<file path="src/rtl/voice_scheduler.sv">
// voice_scheduler: assigns song notes to the lowest free note_player voice and groups them into chords; loads land 1 cycle after accept.
// note_ready drops while a load strobe is pending, no voice is free, or a closed chord drains; VOICE_STEAL_EN enables round-robin voice stealing.
module voice_scheduler #(
  parameter int NUM_VOICES = 3,
  parameter int NOTE_W     = 6,
  parameter int DUR_W      = 6
) (
  input  logic                         clk,
  input  logic                         reset,
  input  logic                         play_enable,
  input  logic                         note_valid,
  input  logic [NOTE_W-1:0]            note_in,
  input  logic [DUR_W-1:0]             duration_in,
  input  logic                         chord_last,
  output logic                         note_ready,
  input  logic [NUM_VOICES-1:0]        done_with_note,
  output logic [NUM_VOICES*NOTE_W-1:0] note_to_load,
  output logic [NUM_VOICES*DUR_W-1:0]  duration_to_load,
  output logic [NUM_VOICES-1:0]        load_new_note,
  output logic [NUM_VOICES-1:0]        voice_busy,
  output logic                         chord_done
);

  localparam int IDX_W = (NUM_VOICES > 1) ? $clog2(NUM_VOICES) : 1;

  typedef enum logic {
    ACCEPT     = 1'b0,
    WAIT_CHORD = 1'b1
  } state_t;

  state_t                       state_q, state_d;
  logic [NUM_VOICES-1:0]        busy_q, busy_d;
  logic [NUM_VOICES-1:0]        done_q;
  logic [NUM_VOICES-1:0]        load_q, load_d;
  logic [NUM_VOICES*NOTE_W-1:0] note_q, note_d;
  logic [NUM_VOICES*DUR_W-1:0]  dur_q, dur_d;
  logic                         chord_done_q, chord_done_d;

  logic [NUM_VOICES-1:0]        rise;
  logic                         any_free;
  logic                         load_pending;
  logic                         accept_ok;
  logic                         ready_int;
  logic                         xfer;
  logic [IDX_W-1:0]             free_idx;
  logic [IDX_W-1:0]             target;
`ifdef VOICE_STEAL_EN
  logic [IDX_W-1:0]             steal_ptr_q, steal_ptr_d;
`endif

  // Lowest-index free voice, judged only on busy state at the start of the cycle.
  always_comb begin
    any_free = 1'b0;
    free_idx = '0;
    for (int k = NUM_VOICES - 1; k >= 0; k--) begin
      if (!busy_q[k]) begin
        any_free = 1'b1;
        free_idx = IDX_W'(k);
      end
    end
  end

  always_comb begin
    rise         = done_with_note & ~done_q;
    load_pending = |load_q;
`ifdef VOICE_STEAL_EN
    accept_ok    = play_enable & ~load_pending;
    target       = any_free ? free_idx : steal_ptr_q;
    steal_ptr_d  = steal_ptr_q;
`else
    accept_ok    = play_enable & any_free & ~load_pending;
    target       = free_idx;
`endif
    ready_int    = (state_q == ACCEPT) & accept_ok;
    xfer         = note_valid & ready_int;

    load_d       = '0;
    note_d       = note_q;
    dur_d        = dur_q;
    // A done edge landing on the strobe cycle is ignored: the fresh load wins.
    busy_d       = busy_q & ~(rise & ~load_q);
    for (int k = 0; k < NUM_VOICES; k++) begin
      if (xfer && (target == IDX_W'(k))) begin
        load_d[k]                   = 1'b1;
        busy_d[k]                   = 1'b1;
        note_d[k*NOTE_W +: NOTE_W]  = note_in;
        dur_d[k*DUR_W +: DUR_W]     = duration_in;
      end
    end
`ifdef VOICE_STEAL_EN
    if (xfer && !any_free) begin
      steal_ptr_d = (steal_ptr_q == IDX_W'(NUM_VOICES - 1)) ? '0 : steal_ptr_q + 1'b1;
    end
`endif

    state_d      = state_q;
    chord_done_d = 1'b0;
    case (state_q)
      ACCEPT: begin
        if (xfer && chord_last) begin
          state_d = WAIT_CHORD;
        end
      end
      WAIT_CHORD: begin
        // Judged on next-cycle busy so chord_done, busy clearing and note_ready line up.
        if (play_enable && (busy_d == '0) && (load_d == '0)) begin
          state_d      = ACCEPT;
          chord_done_d = 1'b1;
        end
      end
      default: state_d = ACCEPT;
    endcase
  end

  always_ff @(posedge clk or negedge reset) begin
    if (!reset) begin
      state_q      <= ACCEPT;
      busy_q       <= '0;
      done_q       <= '0;
      load_q       <= '0;
      note_q       <= '0;
      dur_q        <= '0;
      chord_done_q <= 1'b0;
    end else begin
      state_q      <= state_d;
      busy_q       <= busy_d;
      done_q       <= done_with_note;
      load_q       <= load_d;
      note_q       <= note_d;
      dur_q        <= dur_d;
      chord_done_q <= chord_done_d;
    end
  end

`ifdef VOICE_STEAL_EN
  always_ff @(posedge clk or negedge reset) begin
    if (!reset) begin
      steal_ptr_q <= '0;
    end else begin
      steal_ptr_q <= steal_ptr_d;
    end
  end
`endif

  assign note_ready       = reset & ready_int;
  assign note_to_load     = note_q;
  assign duration_to_load = dur_q;
  assign load_new_note    = load_q;
  assign voice_busy       = busy_q;
  assign chord_done       = chord_done_q;

endmodule

</file>
<file path="config.mk">
export PLATFORM = sky130hd
export DESIGN_NAME = voice_scheduler
export DESIGN_NICKNAME = d
export VERILOG_FILES = /design/src/rtl/voice_scheduler.sv
export SDC_FILE = /design/constraint.sdc
export NUM_CORES = 1
export LEC_CHECK = 0
export BUFFER_PORTS_ARGS = -buffer_cell sky130_fd_sc_hd__buf_4
export CORE_ASPECT_RATIO = 0.5
export CORE_UTILIZATION = 51
export CTS_BUF_LIST = sky130_fd_sc_hd__clkbuf_8
export DETAILED_ROUTE_END_ITERATION = 6
export PLACE_DENSITY = 0.87
export SYNTH_ARGS = -nofsm -noshare
export SYNTH_HDL_FRONTEND = slang
export SYNTH_SLANG_ARGS = --single-unit
</file>
<file path="constraint.sdc">
create_clock -name clk -period 2.8 [get_ports clk]
set_input_delay 0.84 -clock clk [delete_from_list [all_inputs] [get_ports clk]]
set_output_delay 0.84 -clock clk [all_outputs]
set_load 0.05 [all_outputs]
</file>
Word level (Yosys, flattened, before mapping). Index checks and enable logic that the tools add are counted.

Word-level logic and storage cells: 53. Register bits after elaboration: 47. Input bits: 20. Output and inout bits: 44.

Eq/ne operators: 2. Bitwise logic cells: 13. Reductions and logical operators: 10. Multiplexer cells: 17.

Operators with widths (count): two-way mux 1 bit (13); AND 3 bit (3); NOT 3 bit (3); logical AND 1 bit (6); zero test 3 bit (2); two-way mux 2 bit (3); AND 1 bit (5); OR reduction 3 bit (1); == test 2 x 1 -> 1 bit, second input constant (1); == test 2 bit, second input constant (1); zero test 2 bit (1); NOT 1 bit (2); case mux 1 bit (2 select lines) (1).

Longest topological paths before layout.
Word-level depth: 14. Gate-level depth with buffers: 4. Gate-level depth less buffers: 3.

Worst setup path after synthesis. Ideal clock, no wire load.

Path kind: reg2out. Start point: register load_q[0], in the netlist load_new_note[0]. End point: output port note_ready. Stages on the path, launching flop included: 3. Arrival: 2326 ps. Data required time: 1960 ps. Slack: -366 ps. Cells stage by stage: dfrtp_1 or4_4 nor3_1.

Longest elaborated chain between the ends: 5.

Ends and longest elaborated chain: from (decl) (RTL line 34) `logic [NUM_VOICES-1:0] load_q, load_d;`; from (signal assigned) (RTL line 128) `load_q <= load_d;`; OR reduction 3 bit (RTL line 65) `load_pending = |load_q;`; NOT 1 bit (RTL line 71) `accept_ok = play_enable & any_free & ~load_pending;`; AND 1 bit (RTL line 71); AND 1 bit (RTL line 74) `ready_int = (state_q == ACCEPT) & accept_ok;`; AND 1 bit (RTL line 145) `assign note_ready = reset & ready_int;`; to (decl) (RTL line 15) `output logic note_ready,`.

Every way passes these cells.

Worst setup path in the final report. Same ends and word-level chain as after synthesis.

==> results.py <==
metrics = {
    "floorplan": {
        "start_util_pct": 57.1,
        "rows": 14,
        "placeableCoreArea_sq_mm": 0.00321,
        "ios": 64,
        "die_y_microns": 44.4,
        "die_x_microns": 86.8,
        "die_area_sq_mm": 0.00385,
    },
    "sta": {
        "hold_violations": 0,
        "drv_slew": 0,
        "timing.final.ws_setup_ns": 0.225,
        "worst_pin_slew_ns": 0.571,
        "final.min_clock_period_ns": 2.58,
        "tns_ns": 0,
        "fin_crit_sh_pct": 92.0,
        "slew_headroom_pct": 61.9,
        "setup_viol": 0,
        "fmax_mhz": 388,
        "fin_hold_ws_ns": 0.511,
        "rsz0062_at_grt": "no",
        "fin_skew_ns": 0.00308,
    },
    "drt": {
        "wire_per_inst_microns": 16.4,
        "drt_pass1_iterations": 4,
        "num_vias": 1180,
        "totalWireLength_mm": 3.80,
        "first_iter_violations": 59,
        "drc_errors": 0,
        "final_antenna_net_count": 0,
        "vias_per_cell": 5.09,
    },
    "yosys": {
        "synth_area_leaders": "dfrtp_1 64%, mux2_2 18%, mux2_4 5.7%, nor4b_4 1.3%, buf_6 1.2%",
        "synth_nets": 130,
        "async_reset_ff_share_pct": 100,
        "synth-edff-count": 0,
        "avgSynthCellArea_sq_um": 16.7,
        "synth_seq_cells": 47,
        "yosysWarnings": 0,
        "synthCells": 110,
        "synth_cell_types": 22,
        "syn_area_sq_mm": 0.00183,
        "yosys.area.top_type_share_pct": 64.2,
        "seq_area_frac_synth_pct": 64.2,
        "yosys_most_used_dff": "dfrtp_1",
        "yosysTopAreaCell": "dfrtp_1",
    },
    "critical_path": {
        "cp-startpoint": "load_new_note[0]",
        "arrival_ns": 1.74,
        "path_cells": "or4_4 > nor3_2 > buf_4",
        "cp-end-kind": "primary output",
        "critPathMaxFanout": 5,
        "regToRegStartpoint": "load_new_note[0]",
        "cp-start-kind": "flop",
        "critPathSlowestCell": "or4_4",
        "max_stage_delay_ns": 0.61,
        "crit_type": "reg -> out",
        "crit_required_ns": 1.96,
    },
    "cts": {
        "cts_resized": 0,
        "clock-root-buffer": "clkbuf_8",
        "clock-sinks": 47,
        "cts_buffers": 5,
        "cts_tree": "done",
        "cts_max_path_buffers": 2,
        "insertion_delay_ns": 0.30,
        "htreeDepth": 2,
        "cts_hold_buf": 0,
        "clk_pin_slew_ns": 0.08,
        "post_cts_buffers": 0,
    },
    "grt": {
        "grt_pass1_vias": 1253,
        "gr-total-overflow": 0,
        "grt_pass1_wl_mm": 6.19,
        "antenna_found_initial": 0,
        "grt_usage_pct": 22.4,
        "grt_max_degree": 48,
    },
    "finish": {
        "fin_util_pct": 77.5,
        "drive_above_1_share_pct": 65.2,
        "diodes": 0,
        "area_delta_synth_final_pct": 35.7,
        "final_nets": 203,
        "nFillCells": 201,
    },
    "outcome": {
        "outcome": "completed",
    },
    "placement": {
        "gp_congestion": 0.831,
        "dpl.hpwl_mm": 2.78,
        "dpl_worst_slack_ns": 0.528,
        "io_buffers": 63,
    },
    "job": {
        "maxCapViolCount": 0,
    },
    "worst_hold_path": {
        "min_path_type": "reg -> reg",
        "hold_start": "note_to_load[4]",
    },
}
## placed cells by master, fill, tap and decap left out
cell type | netlist | final
nor3_2 | 1 | 2
and4b_1 | 1 | 1
inv_1 | 4 | 5
mux2_4 | 7 | 7
o31ai_1 | 1 | 1
nand2b_1 | 1 | 1
nand3_1 | 1 | 1
nor4b_4 | 1 | 1
or3b_2 | 2 | 2
or4b_2 | 1 | 1
o211ai_1 | 1 | 1
a221oi_1 | 1 | 1
clkbuf_8 | 0 | 7
dfrtp_1 | 47 | 47
buf_4 | 1 | 69
o311ai_0 | 1 | 1
or4_4 | 1 | 1
nor4_4 | 1 | 1
mux2_2 | 29 | 29
a21o_1 | 2 | 2
nand2_1 | 3 | 3
## cells in the mapped netlist (2+ instances only)
cell / number
a21o_1: 2
buf_6: 2
dfrtp_1: 47
inv_1: 4
mux2_2: 29
mux2_4: 7
nand2_1: 3
or3b_2: 2
## worst max-delay path, delay by kind of cell, from the launching register on
| family | cells | cell delay [ns] |
|---|---|---|
| and+or+nand+nor | 2 | 0.81 |
| DFF | 1 | 0.40 |
| buffers and inverters | 1 | 0.23 |
## flip-flops by register name, indices dropped and copies added (netlist names)
signal            count
load_new_note         3
voice_busy            3
state_q               1
note_to_load         18
chord_done            1
done_q                3
duration_to_load     18
## layer usage
| layer | routed length, microns | track usage (%) | up-vias |
|---|---|---|---|
| met5 | 0 | 0 | - |
| met2 | 1980 | 39.0 | 36 |
| met4 | 25 | 6.33 | 0 |
| li1 | - | - | 546 |
| met1 | 1640 | 28.3 | 594 |
| met3 | 151 | 6.34 | 4 |
## logic make-up (layout without fill, tap and decap cells)
group / Yosys count / in the layout / synth area share [%]
AO/OA/AOI/OAI: 6 / 6 / 2.60
AND/OR/NAND/NOR: 14 / 14 / 7.17
buffers and inverters: 7 / 81 / 2.46
multiplexers: 36 / 36 / 23.6
flip-flops: 47 / 47 / 64.2
## through the flow
stage / cells / area, sq um
2_1_floorplan: 110 / 1840
3_3_place_gp: 224 / 2380
3_5_place_dp: 224 / 2380
4_1_cts: 232 / 2480
5_1_grt: 232 / 2480
6_report: 232 / 2480
## layout make-up
type                            instances  area (sq um)  area share (%)
Clock buffer                            7          96.3            3.88
Clock inverter                          1          3.75           0.151
Inverter                                4          15.0           0.604
Multi-Input combinational cell         56           616            24.8
Sequential cell                        47          1180            47.3
Tap cell                               48          60.1            2.42
Timing Repair Buffer                   69           518            20.8
## final timing paths
kind                                    end  slack [ns]  cells past startpoint
setup / recovery                 note_ready        0.22                      3
hold / removal              note_to_load[4]        0.51                      1
setup reg to reg           note_to_load[11]        0.67                      4
hold reg to reg             note_to_load[4]        0.51                      1
max in group asynchronous   note_to_load[3]        1.78                      2
min in group asynchronous   note_to_load[9]        0.63                      2
Power is not shown: default switching activity piles up to over one toggle a cycle in this logic, so the estimate is an artifact.
